$ cat src/rtl/phy_pkg.sv
// Shared PHY definitions: alignment symbol, RX FSM state encoding and
// the default COM run length. The TX serializer uses the same COM constant.
package phy_pkg;

    localparam logic [7:0] COM              = 8'hBC;
    localparam int         COM_LOCK_DEFAULT = 4;

    typedef enum logic [1:0] {
        SEARCH = 2'd0,
        ALIGN  = 2'd1,
        ACTIVE = 2'd2
    } rx_state_t;

endpackage

$ cat src/rtl/phy_rx_s2p_if.sv
// Serial-in / byte-out bundle of the RX serial-to-parallel front end.
// master drives the serial line and observes the rebuilt bytes; slave is the receiver.
interface phy_rx_s2p_if;

    logic       in_serial;
    logic [7:0] data_out;
    logic       valid_out;
    logic       active_out;
    logic [1:0] state_out;

    modport master (
        output in_serial,
        input  data_out,
        input  valid_out,
        input  active_out,
        input  state_out
    );

    modport slave (
        input  in_serial,
        output data_out,
        output valid_out,
        output active_out,
        output state_out
    );

endinterface

$ cat src/rtl/phy_rx_shift.sv
// Bit shifter and byte-phase counter of the RX front end.
// win is the byte ending at the bit currently on in_serial; boundary flags
// the last bit of a byte once the phase has been loaded by the FSM.
module phy_rx_shift (
    input  logic       clk32f,
    input  logic       reset,
    input  logic       in_serial,
    input  logic       phase_load,
    output logic [7:0] win,
    output logic       boundary
);

    // Only the seven most recent bits matter: the eighth is the incoming bit
    // itself and the oldest bit would be shifted out without ever being looked at.
    logic [6:0] sr_reg;
    logic [2:0] bit_cnt_reg;

    assign win      = {sr_reg, in_serial};
    assign boundary = (bit_cnt_reg == 3'd7);

    // Shift one bit per cycle; the COM hit restarts the byte phase at 0.
    always_ff @(posedge clk32f) begin
        if (reset) begin
            sr_reg      <= '0;
            bit_cnt_reg <= '0;
        end else begin
            sr_reg <= win[6:0];
            if (phase_load) begin
                bit_cnt_reg <= 3'd0;
            end else begin
                bit_cnt_reg <= bit_cnt_reg + 3'd1;
            end
        end
    end

endmodule

$ cat src/rtl/phy_rx_s2p.sv
// Serial-to-parallel RX front end: hunts for COM (0xBC) at bit level, locks
// after COM_LOCK consecutive aligned COMs and then delivers every non-COM byte.
// Optional feature macro: PHY_RX_LOL_EN (loss of lock after LOL_BYTES byte
// times without a COM); without it ACTIVE is left only by reset.
module phy_rx_s2p
    import phy_pkg::*;
#(
    parameter int COM_LOCK  = COM_LOCK_DEFAULT,
    parameter int LOL_BYTES = 255
) (
    input  logic         clk32f,
    input  logic         reset,
    phy_rx_s2p_if.slave  rx
);

    localparam logic [3:0] LOCK_N = COM_LOCK[3:0];
    localparam logic [7:0] LOL_N  = LOL_BYTES[7:0];

    if (COM_LOCK < 1 || COM_LOCK > 15) begin : g_bad_com_lock
        $error("phy_rx_s2p: COM_LOCK must be in 1..15");
    end
    if (LOL_BYTES < 1 || LOL_BYTES > 255) begin : g_bad_lol_bytes
        $error("phy_rx_s2p: LOL_BYTES must be in 1..255");
    end

    rx_state_t  state_reg;
    logic [3:0] com_cnt_reg;
    logic [7:0] data_reg;
    logic       valid_reg;
    logic       active_reg;
    logic [7:0] win;
    logic       boundary;
    logic       phase_load;
    logic       win_is_com;

`ifdef PHY_RX_LOL_EN
    logic [7:0] lol_cnt_reg;
`endif

    assign win_is_com = (win == COM);
    // Any COM seen during the bit-level hunt fixes the byte phase.
    assign phase_load = (state_reg == SEARCH) && win_is_com;

    phy_rx_shift u_shift (
        .clk32f     (clk32f),
        .reset      (reset),
        .in_serial  (rx.in_serial),
        .phase_load (phase_load),
        .win        (win),
        .boundary   (boundary)
    );

    assign rx.data_out   = data_reg;
    assign rx.valid_out  = valid_reg;
    assign rx.active_out = active_reg;
    assign rx.state_out  = state_reg;

    // Alignment FSM with COM run counter, optional loss-of-lock counter and registered outputs.
    always_ff @(posedge clk32f) begin
        if (reset) begin
            state_reg   <= SEARCH;
            com_cnt_reg <= '0;
            data_reg    <= '0;
            valid_reg   <= 1'b0;
            active_reg  <= 1'b0;
`ifdef PHY_RX_LOL_EN
            lol_cnt_reg <= '0;
`endif
        end else begin
            valid_reg <= 1'b0;
            case (state_reg)
                SEARCH: begin
                    if (win_is_com) begin
                        com_cnt_reg <= 4'd1;
                        if (LOCK_N == 4'd1) begin
                            state_reg  <= ACTIVE;
                            active_reg <= 1'b1;
                        end else begin
                            state_reg <= ALIGN;
                        end
                    end
                end
                ALIGN: begin
                    if (boundary) begin
                        if (win_is_com) begin
                            // Count never passes LOCK_N: reaching it leaves ALIGN.
                            com_cnt_reg <= com_cnt_reg + 4'd1;
                            if (com_cnt_reg + 4'd1 == LOCK_N) begin
                                state_reg  <= ACTIVE;
                                active_reg <= 1'b1;
                            end
                        end else begin
                            com_cnt_reg <= '0;
                            state_reg   <= SEARCH;
                        end
                    end
                end
                ACTIVE: begin
`ifdef PHY_RX_LOL_EN
                    // The byte that exhausted the budget was already delivered;
                    // drop lock one cycle later and restart the hunt.
                    if (lol_cnt_reg == LOL_N) begin
                        state_reg   <= SEARCH;
                        active_reg  <= 1'b0;
                        com_cnt_reg <= '0;
                        lol_cnt_reg <= '0;
                    end else if (boundary) begin
                        if (win_is_com) begin
                            lol_cnt_reg <= '0;
                        end else begin
                            data_reg    <= win;
                            valid_reg   <= 1'b1;
                            lol_cnt_reg <= lol_cnt_reg + 8'd1;
                        end
                    end
`else
                    if (boundary && !win_is_com) begin
                        data_reg  <= win;
                        valid_reg <= 1'b1;
                    end
`endif
                end
                default: begin
                    state_reg <= SEARCH;
                end
            endcase
        end
    end

endmodule
$ cat src/flat_wrapper.sv
// flat-port wrapper written by rule: the top's interface ports become plain ports
module phy_rx_s2p_flat import phy_pkg::*;
#(
    parameter int COM_LOCK  = COM_LOCK_DEFAULT,
    parameter int LOL_BYTES = 255
)
  (clk32f, reset, rx_in_serial, rx_data_out, rx_valid_out, rx_active_out, rx_state_out);
  phy_rx_s2p_if rx_i ();
  input  logic clk32f;
  input  logic reset;
  input wire logic [$bits(rx_i.in_serial)-1:0] rx_in_serial;
  output wire logic [$bits(rx_i.data_out)-1:0] rx_data_out;
  output wire logic [$bits(rx_i.valid_out)-1:0] rx_valid_out;
  output wire logic [$bits(rx_i.active_out)-1:0] rx_active_out;
  output wire logic [$bits(rx_i.state_out)-1:0] rx_state_out;
  assign rx_i.in_serial = rx_in_serial;
  assign rx_data_out = rx_i.data_out;
  assign rx_valid_out = rx_i.valid_out;
  assign rx_active_out = rx_i.active_out;
  assign rx_state_out = rx_i.state_out;
  phy_rx_s2p #(.COM_LOCK(COM_LOCK), .LOL_BYTES(LOL_BYTES)) u_core (.clk32f(clk32f), .reset(reset), .rx(rx_i));
endmodule
$ cat config.mk
export PLATFORM = sky130hd
export DESIGN_NAME = phy_rx_s2p_flat
export DESIGN_NICKNAME = d
export VERILOG_FILES = /design/src/rtl/phy_pkg.sv /design/src/rtl/phy_rx_s2p_if.sv /design/src/rtl/phy_rx_shift.sv /design/src/rtl/phy_rx_s2p.sv /design/src/flat_wrapper.sv
export SDC_FILE = /design/constraint.sdc
export NUM_CORES = 1
export LEC_CHECK = 0
export BUFFER_PORTS_ARGS = -buffer_cell sky130_fd_sc_hd__buf_4
export CORE_UTILIZATION = 49
export DETAILED_ROUTE_END_ITERATION = 8
export MAX_ROUTING_LAYER = met4
export PLACE_DENSITY_LB_ADDON = 0.08
export SYNTH_ARGS = -nofsm -noshare
export SYNTH_HDL_FRONTEND = slang
export SYNTH_SLANG_ARGS = --single-unit
$ cat constraint.sdc
create_clock -name clk32f -period 1.63 [get_ports clk32f]
set_clock_uncertainty 0.2 [all_clocks]
set_input_delay 0.163 -clock clk32f [delete_from_list [all_inputs] [get_ports clk32f]]
set_output_delay 0.163 -clock clk32f [all_outputs]
set_load 0.1 [all_outputs]
======== After elaboration in Yosys (flattened, before gate mapping) ========
Cells that the tools add are included.
word-level totals
  input port bits ......................... 3
  output and inout port bits .............. 12
  word-level logic and storage cells ...... 39
  flip-flop bits (word level) ............. 26
operators by class
  equal/unequal tests ..................... 8
  reduce and logical (&&, ||, !) cells .... 11
  mux-type cells .......................... 10
  bitwise operators ....................... 1
  add/sub/neg operators ................... 2
operators by type and width
  operator               number
  $mux W4                3
  $eq A8 B8 Y1 const B   1
  $mux W2                4
  $pmux W4 S2            1
  $reduce_and A4 Y1      2
  $pmux W2 S3            1
  $add A4 B1 Y4 const B  1
  $eq A4 B3 Y1 const B   1
  $ne A2 B1 Y1 const B   2
  $reduce_or A2 Y1       2
  $add A3 B1 Y3 const B  1
  $eq A3 B3 Y1 const B   1
  $ne A3 B3 Y1 const B   1
  $reduce_and A3 Y1      1
  $eq A2 B1 Y1 const B   1
  $eq A2 B2 Y1 const B   1
  $logic_and A1 B1 Y1    2
  $logic_not A2 Y1       1
  $reduce_and A2 Y1      1
  $reduce_bool A2 Y1     1
  $logic_not A1 Y1       1
  $mux W1                1
  $not A1 Y1             1

======== Logic depth before layout (Yosys ltp) ========
Gate-level depths: netlist (run 1).
  depth after elaboration ................. 6
  depth in mapped cells ................... 6
  depth with buffers taken out ............ 6

======== By module ========
Synthesis (run 1) repeated with hierarchy kept, for this count alone.
unflattened totals
  cells, all modules ...................... 103
  area, all modules ....................... 1067.3 um^2
by module, submodules not included
  module        area each (um^2)  cells each  sequential area each (um^2)  times used
  phy_rx_s2p    744.5             79          320.3                        1
  phy_rx_shift  322.8             24          200.2                        1

======== Worst setup path before layout (run 1) ========
Ideal clock, no wire load.
  path kind ............................... register -> register
  start point ............................. register u_core.state_reg[1] (netlist: u_core.rx.state_out[1])
  end point ............................... register u_core.data_reg[0] (netlist: u_core.rx.data_out[0])
  stages on the path, launching flop included .. 6
  arrival ................................. 1.884 ns
  path buffers ............................ 1
  path slack .............................. -0.582 ns
  library setup time ...................... 0.128 ns
  period minus slack after synthesis ...... 2.212 ns
  cell sequence ........................... dfxtp_1 -> buf_2 -> nand3b_4 -> a21oi_4 -> mux2i_1 -> nor2_1
between the ends
  word-level cells in the longest chain between the ends .. 2
ends and longest elaborated chain
  item                                RTL line           source
  start: declaration                  phy_rx_s2p.sv:26   rx_state_t state_reg;
  start signal: assignment            phy_rx_s2p.sv:61   state_reg <= SEARCH;
  start signal: assignment            phy_rx_s2p.sv:76   state_reg <= ACTIVE;
  start signal: assignment            phy_rx_s2p.sv:79   state_reg <= ALIGN;
  $eq A2 B2 Y1                        phy_rx_s2p.sv:71   case (state_reg)
  $reduce_and A2 Y1 (no source line)  --
  end signal: assignment              phy_rx_s2p.sv:118  data_reg <= win;
  end: declaration                    phy_rx_s2p.sv:28   logic [7:0] data_reg;
No other way between the ends.
A chain may end at the register's enable or synchronous reset.

======== Final worst setup path (run 1) ========
  start point ............................. register u_core.u_shift.bit_cnt_reg[1]
  end point ............................... register u_core.data_reg[0] (netlist: u_core.rx.data_out[0])
between the ends
  word-level cells in the longest chain between the ends .. 3
ends and longest elaborated chain
  item                                RTL line            source
  start: declaration                  phy_rx_shift.sv:16  logic [2:0] bit_cnt_reg;
  start signal: assignment            phy_rx_shift.sv:31  bit_cnt_reg <= bit_cnt_reg + 3'd1;
  $eq A3 B3 Y1                        phy_rx_shift.sv:19  assign boundary = (bit_cnt_reg == 3'd7);
  $logic_and A1 B1 Y1                 phy_rx_s2p.sv:117   if (boundary && !win_is_com) begin
  $reduce_and A2 Y1 (no source line)  --
No other way between the ends.

==> impl_metrics.ini, run 1 <==
[run_status]
status = finished, violations left
violations = setup timing

[drt]
drc = 0
vias_per_cell = 5.23
wl_met3_um = 48
met2_length_um = 909
wl_per_cell_um = 13.3
ant_nets = 0
wl_um = 2070
drt_pass1_iterations = 4
top_layer = met4
m1WireLength_um = 1080
drt_iter0_drc = 4
num_vias = 816

[cells_and_area]
drive_above_1_share_pct = 33.3
n_fill_cell = 156
instances_no_fill = 156
final_cell_mix = buf_4, dfxtp_1, nor2_1
finish.instance_area_um2 = 1410
n_antenna_cell = 0
largest_reg_flops = 8
final_net_count = 137
seq_area_um2 = 536
area_growth_pct = 31.1
multi_input_area_um2 = 576

[clock_tree]
htreeDepth = 1
clockRootBuffer = clkbuf_4
cts_buffers = 3
clkLatencyLatePin_ps = 320
cts_sinks = 26
path_clk_slew_ps = 140
cts.path.max_buffers = 2
cts_tree = built

[hold_path]
min_path_type = in -> reg
hold_depth = 4
whs_endpoint = u_core.rx.state_out[1]$_SDFFE_PP0P_
min_from = rx_in_serial

[timing]
slew_viol_final = 0
fmax_ghz = 0.600
max_slew_margin_pct = 78.7
period_minus_slack_ps = 1670
tightest_slew_ps = 317
fin_crit_sh_pct = 102
grt_setup_unrepaired = true
setup_viol = 2
setup_ws_ps = -36.6
hold_violations = 0

[synth]
synth_xor_area_share_pct = 0
synth.area.mux_share_pct = 7.42
synthSimpleGateAreaFrac_pct = 25.3
synth_nets = 113
synth_seq_cells = 26
synthesis.area_um2 = 1080
synth-compound-area-share_pct = 11.7
avgSynthCellArea_um2 = 10.2
synth_fa_ha_area_share_pct = 4.64
ys_warn_count = 0
yosysUniqueCellTypes = 33
syn_inst = 106
ys.flop_type = dfxtp_1
synth_top_family_by_area = simple AND/OR/NAND/NOR gates
ys_seq_area_share_pct = 48.3
synth_edf_count = 0
synth_async_sr_flop_share_pct = 0

[pwr]
p_seq_share_pct = 60.6
pwr-share-comb_pct = 3.7
power.switching_w = 0.000223
p_clk_share_pct = 35.6
power_per_cell_area_nw_per_um2 = 760
p_int_w = 0.000852
swShare_pct = 20.8
ir_drop_uv = 694
p_leak_nw = 0.619

[floorplanning]
initial_core_util_pct = 53.3
fp.dieH_um = 48.9
core_area_um2 = 2020
design.die.area_um2 = 2390
fp-row-count = 16
dieWidth_um = 48.9
io_pins = 15

[critical_path]
end_kind = register
reg2reg_setup_slack_ps = -40
worst-path-buf-inv = 1
startpoint_type = register
slowest_delay_ps = 370
cp_common_cell = ha_4
rr_worst_depth = 7
arrival_ps = 1700
cp.depth = 7
r2r-end = u_core.rx.data_out[0]$_SDFFE_PP0P_
critPathMaxFanout = 5
crit_slowest_cell = dfxtp_2
crit_family = flip-flops
path_cells = ha_4 -> ha_4 -> nand3b_4 -> a21oi_4 -> clkbuf_16 -> mux2i_1 -> nor2_1
reg2reg_from = u_core.u_shift.bit_cnt_reg[1]$_SDFF_PP0_
cp.required_ps = 1660
cp-startpoint = u_core.u_shift.bit_cnt_reg[1]$_SDFF_PP0_
critical_path_class = reg -> reg

[global_routing]
grt_pass1_vias = 787
grt_usage_pct = 19.5
grt_max_degree = 23
grt_pass1_wl_um = 3440
antenna_found_initial = 0
grt_remaining_overflow = 0

[placed_design]
place_congestion = 0.754
placed_cell_area_um2 = 1250
place_inst = 147
portBuffers = 14

[run]
cap_violations = 0
## per-stage QoR
step                      setup TNS [ps]  hold slack (ps)  setup slack, ps  power (W)  utilization, %
final                              -38.7              147            -36.6    0.00108            69.9
after global placement                 0              200             7.95   0.000692            61.9
after floorplan                    -43.9             91.2            -5.49   0.000681               -
after global routing                -766              146             -127    0.00112            69.9
after CTS                              0              171             4.07    0.00109            66.6
after detailed placement           -77.8              219            -22.6   0.000693            61.9
## layout make-up
type	instances	area share, %
inverters	3	0.796
repair buffers	23	14.9
multi-input cells	73	40.7
flip-flops and latches	26	37.9
clock buffers	4	3.36
well taps	27	2.39
## worst register-to-register path: stages (launching register included)
cell,delay [ps]
dfxtp_2,370
ha_4,140
ha_4,150
nand3b_4,90
a21oi_4,190
clkbuf_16,180
mux2i_1,200
nor2_1,60
## layer usage
layer	vias up	track usage, %
li1	420	-
met1	380	26.1
met2	12	28.2
met3	4	3.74
met4	0	8.82
met5	-	-
## synthesized netlist by cell type (all sizes together), types with 2 or more instances
library cell	instances	area (um2)
nand2b	2	12.5
nor2	10	37.5
nand2	8	37.5
inv	3	11.3
o21ai	2	10.0
ha	4	50.1
a21o	3	22.5
nor2b	8	50.1
nand3	2	10.0
and2	4	25.0
o41ai	2	17.5
dfxtp	26	521
clkbuf	2	7.51
a21oi	5	36.3
mux2i	8	80.1
buf	2	10.0
## power by group through the flow
stage	Clock, W	Combinational [W]	Sequential [W]
after floorplan	0	0.0000211	0.000660
after detailed placement	0	0.0000311	0.000662
after CTS	0.000399	0.0000393	0.000649
final	0.000383	0.0000402	0.000652
after global placement	0	0.0000308	0.000661
after global routing	0.000422	0.0000470	0.000654
## worst max path at each step
| stage | end |
|---|---|
| floorplan | u_core.rx.data_out[0]$_SDFFE_PP0P_ |
| global placement | u_core.rx.data_out[1]$_SDFFE_PP0P_ |
| detailed placement | u_core.rx.data_out[1]$_SDFFE_PP0P_ |
| CTS | u_core.rx.data_out[1]$_SDFFE_PP0P_ |
| global route | u_core.rx.data_out[0]$_SDFFE_PP0P_ |
| finish | u_core.rx.data_out[0]$_SDFFE_PP0P_ |
## cell families (layout without fill, tap and decap cells)
group,Yosys count,in the layout
simple gates,44,44
flops,26,26
compound gates,17,17
mux,8,8
buf+inv,7,30
fa+ha+maj,4,4
## timing repair
action / CTS / global route
buffers inserted: 0 / 1
setup endpoints to repair: 11 / 12
pin swaps: 2 / 4
endpoints found under the hold margin: 18 / 0
gates cloned: 0 / 1
gates resized for setup: 5 / 9
hold buffers: 3 / 0
(Power assumes the default switching activity.)
==> run 2: changes to the inputs <==
--- a/config.mk
+++ b/config.mk
@@ -12,4 +12,5 @@
 export PLACE_DENSITY_LB_ADDON = 0.08
 export SYNTH_ARGS = -nofsm -noshare
 export SYNTH_HDL_FRONTEND = slang
+export SYNTH_HIERARCHICAL = 1
 export SYNTH_SLANG_ARGS = --single-unit
==> run 2 against run 1 <==
Against the previous run:
- the flow finishes with violations (hold timing, setup timing)
- cell area grew 3.2%
- sequential power is essentially flat
- worst hold slack lost 190 ps
- combinational power grew 13%
- critical path type unchanged
- non-clock buffer count grew 9
- setup slack lost 83 ps
- final cell count grew 3.8%
- routed wire length grew 11%
- clock power shrank 16%
- total power shrank 5.7%
- sequential cell count is the same
- utilization grew 2.9 points
==> impl_metrics.ini, run 2 <==
[run_status]
status = finished, violations left
violations = hold timing, setup timing

[clock_tree]
cts.path.max_buffers = 2
cts_buffers = 3
clockRootBuffer = clkbuf_4
cts_sinks = 26
htreeDepth = 1
clkLatencyLatePin_ps = 310
cts_tree = built
path_clk_slew_ps = 140

[timing]
slew_viol_final = 0
setup_tns_ps = -351
setup_ws_ps = -119
period_minus_slack_ps = 1750
tightest_slew_ps = 280
setup_viol = 8
hold_violations = 14
whs_ps = -40.4
fin_crit_sh_pct = 107
fmax_ghz = 0.572
grt_setup_unrepaired = true
max_slew_margin_pct = 81.5

[pwr]
p_int_w = 0.000802
swShare_pct = 20.9
power.switching_w = 0.000212
p_seq_share_pct = 64.0
ir_drop_uv = 548
pwr-share-comb_pct = 4.5
power_w = 0.00101
p_leak_nw = 0.572
p_clk_share_pct = 31.5
power_per_cell_area_nw_per_um2 = 695

[global_routing]
grt_remaining_overflow = 0
grt_max_degree = 27
grt_usage_pct = 20.3
grt_busiest_layer = met2
met1_usage_pct = 25.1
antenna_found_initial = 0
use_met2_pct = 32.4
grt_pass1_wl_um = 3570
grt_pass1_vias = 839
use_met3_pct = 4.09

[synth]
avgSynthCellArea_um2 = 10.4
yosysUniqueCellTypes = 30
synth_nets = 110
ys_warn_count = 6
synthesis.area_um2 = 1070
synth_async_sr_flop_share_pct = 0
yosysMostFrequentCell = dfxtp_1
synth_top_area_share_pct = 48.8
synthTopCellsByCount = dfxtp_1, nor2_1, mux2i_1, nor2b_1, a21oi_1
synth_top_area_cell = dfxtp_1
syn_inst = 103
synth_seq_cells = 26
ys.flop_type = dfxtp_1
ys_seq_area_share_pct = 48.8
synth_area_leaders = dfxtp_1, mux2i_1, nor2b_1, ha_1, nor2_1
synth_edf_count = 0

[hold_path]
min_path_type = in -> reg
hold_depth = 2

[critical_path]
startpoint_type = register
critical_path_class = reg -> reg
reg2reg_setup_slack_ps = -120
critPathMaxFanout = 4
rr_worst_depth = 5
cp.required_ps = 1690
end_kind = register
arrival_ps = 1810

[floorplanning]
fp.dieH_um = 48.7
design.die.area_um2 = 2370
initial_core_util_pct = 53.3
fp-row-count = 16
dieWidth_um = 48.7
core_area_um2 = 2000
io_pins = 15

[placed_design]
dp_hpwl_um = 1330
place_inst = 150
portBuffers = 14
place_congestion = 0.777

[run]
cap_violations = 0

[cells_and_area]
drive_above_1_share_pct = 43.7
instances_no_fill = 162
final_cell_mix = buf_4, dfxtp_1, nor2_1
area_growth_pct = 36.7
fin_util_pct = 72.9
n_antenna_cell = 0
final_net_count = 143
layout.cells.most_common = buf_4
largest_reg_flops = 8

[drt]
drc = 0
wl_per_cell_um = 14.1
ant_nets = 0
drt_pass1_iterations = 4
drt_iter0_drc = 10
wl_um = 2290
vias_per_cell = 5.20
num_vias = 842
run 2: cell types whose count changed in the layout (fill, tap and decap cells not counted), moves of 3 or more:
cell,before,now
a21o_1,3,0
and2_1,4,0
buf_4,18,26
buf_6,0,3
nand2_1,7,1
nand3_1,2,5
nand3b_1,0,3
run 2: path summary, 6_finish.rpt:
check                                                         from                                  end
worst min-delay path                                         reset  u_core/rx.state_out[1]$_SDFFE_PP0P_
worst max-delay path            u_core/com_cnt_reg[1]$_SDFFE_PP0P_  u_core/rx.state_out[1]$_SDFFE_PP0P_
worst min register to register   u_core/rx.active_out$_SDFFE_PP0P_    u_core/rx.active_out$_SDFFE_PP0P_
worst max register to register  u_core/com_cnt_reg[1]$_SDFFE_PP0P_  u_core/rx.state_out[1]$_SDFFE_PP0P_
run 2: logic make-up (layout without fill, tap and decap cells):
logic type	after synthesis	after routing	synth area share, %
compound gates	13	13	7.74
xor+xnor	1	1	0.821
fa+ha+maj	4	4	4.69
buf+inv	8	40	4.34
flops	26	26	48.8
mux	9	9	8.44
simple gates	42	42	25.2
run 2: layer usage:
layer	wire length (um)	share of wire [%]	vias up
li1	-	-	423
met1	1070	47	402
met2	1110	49	13
met3	57	2.5	4
met4	45	2.0	0
met5	0	0	-
run 2: metrics by stage:
stage	instance area [um2]	setup WS (ps)
after CTS	1400	-117
after global placement	1280	-58.9
after detailed placement	1280	-93.9
after floorplan	1090	-15.1
final	1460	-119
after global routing	1460	-216
run 2: layout make-up:
type / count / area (um2)
Timing Repair Buffer: 32 / 259
Clock buffer: 4 / 36.3
Tap cell: 27 / 33.8
Multi-Input combinational cell: 69 / 572
Fill cell: 164 / 543
Inverter: 4 / 15.0
Sequential cell: 26 / 543
run 2: power groups by stage:
stage	logic, W	registers (W)	clock network [W]
after floorplan	0.0000248	0.000658	0
after global routing	0.0000512	0.000650	0.000357
after CTS	0.0000420	0.000648	0.000328
final	0.0000456	0.000649	0.000320
after detailed placement	0.0000340	0.000659	0
after global placement	0.0000315	0.000659	0
run 2: critical path, stage by stage (launching register included):
cell	delay [ps]
dfxtp_4	390
buf_6	110
and3b_1	170
o31ai_2	250
or3b_4	430
a21oi_2	130
run 2: what timing repair did:
item	CTS	global route
hold buffers	1	2
endpoints found under the setup margin	12	13
gates resized for setup	16	8
endpoints found under the hold margin	6	4
buffers inserted	2	2
cloned	1	0
pin swaps	6	8
==> run 3: changes to the inputs <==
--- a/config.mk
+++ b/config.mk
@@ -5,8 +5,10 @@
 export SDC_FILE = /design/constraint.sdc
 export NUM_CORES = 1
 export LEC_CHECK = 0
+export ABC_AREA = 1
+export ABC_CLOCK_PERIOD_IN_PS = 1630
 export BUFFER_PORTS_ARGS = -buffer_cell sky130_fd_sc_hd__buf_4
-export CORE_UTILIZATION = 49
+export CORE_UTILIZATION = 50
 export DETAILED_ROUTE_END_ITERATION = 8
 export MAX_ROUTING_LAYER = met4
 export PLACE_DENSITY_LB_ADDON = 0.08
==> run 3 against run 2 <==
Against the previous run:
- final cell count increased by 30%
- first-iteration DRC count grew 40%
- the flow now finishes without violations
- maximum frequency increased by 12%
- setup slack better by 180 ps
- utilization shrank 7.9 points
==> impl_metrics.ini, run 3 <==
[critical_path]
reg2reg_setup_slack_ps = 60
cp.required_ps = 1680
critical_path_class = reg -> reg
cp-startpoint = u_core/u_shift/bit_cnt_reg[0]$_SDFF_PP0_
end_kind = register
startpoint_type = register
rr_worst_depth = 8
arrival_ps = 1610
critPathMaxFanout = 4
r2r-end = u_core/rx.state_out[0]$_SDFFE_PP0P_
critical_path.endpoint = u_core/rx.state_out[0]$_SDFFE_PP0P_
reg2reg_from = u_core/u_shift/bit_cnt_reg[0]$_SDFF_PP0_

[placed_design]
dp_hpwl_um = 1620
dpl_worst_slack_ps = 58.6
portBuffers = 14
place_congestion = 0.900

[timing]
period_minus_slack_ps = 1570
max_slew_margin_pct = 81.4
setup_tns_ps = 0
fin_crit_sh_pct = 96.1
setup_ws_ps = 64.1
tightest_slew_ps = 281
slew_viol_final = 0
fmax_ghz = 0.639
setup_viol = 0
hold_violations = 0

[synth]
ys_warn_count = 6
synth_top_area_share_pct = 43.1
synthesis.area_um2 = 1210
synth_seq_cells = 26
yosysUniqueCellTypes = 23
ys.flop_type = dfxtp_1
synth_edf_count = 0
synth_top_area_cell = dfxtp_1
yosysMostFrequentCell = nor2_1
synth_async_sr_flop_share_pct = 0
ys_seq_area_share_pct = 43.1
syn_inst = 164
synth_nets = 171
avgSynthCellArea_um2 = 7.37
synthTopCellsByCount = nor2_1, inv_1, dfxtp_1, nand2_1, o21ai_0
synth_area_leaders = dfxtp_1, nor2_1, inv_1, nand2_1, ha_1

[global_routing]
grt_pass1_vias = 907
antenna_found_initial = 0
grt_usage_pct = 20.2
grt_remaining_overflow = 0
grt_max_degree = 17
grt_pass1_wl_um = 3800

[pwr]
power_per_cell_area_nw_per_um2 = 724
p_leak_nw = 0.659
ir_drop_uv = 580

[clock_tree]
cts_sinks = 26
clkLatencyLatePin_ps = 330
path_clk_slew_ps = 140
cts_tree = built
clockRootBuffer = clkbuf_4
cts_buffers = 3
cts.path.max_buffers = 2
post-cts-setup-buffers = 0
htreeDepth = 1

[run]
cap_violations = 0

[drt]
wl_um = 2300
num_vias = 980
vias_per_cell = 4.67
wl_per_cell_um = 10.9
drt_iter0_drc = 14
drt_pass1_iterations = 4
drc = 0
ant_nets = 0

[floorplanning]
fp-row-count = 17
initial_core_util_pct = 53.6
design.die.area_um2 = 2620
fp.dieH_um = 51.2
io_pins = 15
core_area_um2 = 2250
dieWidth_um = 51.2

[cells_and_area]
largest_reg_flops = 8
final_net_count = 190
layout.cells.most_common = nor2_1
n_antenna_cell = 0
drive_above_1_share_pct = 29.1
final_cell_mix = nor2_1, inv_1, dfxtp_1
area_growth_pct = 21.2

[hold_path]
min_from = rx_in_serial
min_path_type = in -> reg

[run_status]
status = completed
[run 3: changes by cell type after synthesis, sizes merged, moves of 9 or more]
cell,before,now
inv,4,35
mux2i,9,0
nand2,2,23
nor2,11,47
nor2b,9,0
o21ai,2,13
[run 3: per-layer routing]
layer / vias to the layer above / track usage, % / wire (um) / share of wire [%]
met5: - / - / 0 / 0
met4: 0 / 12.0 / 53 / 2.3
met3: 6 / 3.27 / 93 / 4.0
met2: 23 / 31.4 / 1000 / 44
met1: 420 / 24.7 / 1150 / 50
li1: 531 / - / - / -
[run 3: power breakdown]
group          leakage, nW  switching (W)  internal [W]
Clock               0.0210       0.000192      0.000137
Sequential           0.213     0.00000893      0.000647
Combinational        0.425      0.0000467     0.0000299
Total                0.659       0.000248      0.000813
[run 3: worst min-delay path by stage]
| stage | endpoint | slack, ps | cells after the start |
|---|---|---|---|
| after floorplan | u_core/u_shift/sr_reg[0]$_SDFF_PP0_ | 70 | 2 |
| after global placement | u_core/u_shift/sr_reg[0]$_SDFF_PP0_ | 200 | 3 |
| after detailed placement | u_core/u_shift/sr_reg[0]$_SDFF_PP0_ | 220 | 3 |
| after CTS | u_core/u_shift/bit_cnt_reg[0]$_SDFF_PP0_ | 250 | 1 |
| after global routing | u_core/rx.data_out[0]$_SDFFE_PP0P_ | 130 | 3 |
| final | u_core/rx.data_out[0]$_SDFFE_PP0P_ | 120 | 3 |
[run 3: final cells by class]
cell class                 count  area, um2
fill                         198        790
multi-input combinational    100        594
sequential                    26        528
timing repair buffer          17        138
inverter                      35        134
clock buffer                   4       36.3
tap                           28       35.0
[run 3: what timing repair did]
item | CTS | global route
endpoints found under the hold margin | 14 | 0
hold buffers | 3 | 0
gates resized for setup | 0 | 20
setup endpoints to repair | 0 | 6
[run 3: through the flow]
step | hold slack (ps) | util, % | std cells | area [um2] | total power, W
floorplan | 70.0 | - | 164 | 1210 | 0.000721
global placement | 197 | 59.3 | 204 | 1340 | 0.000731
detailed placement | 220 | 59.3 | 204 | 1340 | 0.000735
CTS | 249 | 62.2 | 211 | 1400 | 0.00106
global route | 130 | 65.0 | 210 | 1470 | 0.00111
finish | 117 | 65.0 | 210 | 1470 | 0.00106
[run 3: cell families after synthesis]
logic type | after synthesis | share of synthesized area [%]
AOI/OAI and AO/OA | 18 | 7.87
adders and majority gates | 4 | 4.14
buffers and inverters | 38 | 12.9
DFF | 26 | 43.1
and+or+nand+nor | 78 | 32.0
[run 3: worst max-delay path, cell delays in order, from the launching register on]
cell and delay (ps):
dfxtp_2 360, ha_1 220, ha_4 180, inv_1 90, nand2_4 90, a31oi_2 190, nor2_1 50, nand2_1 60
inv_1 30
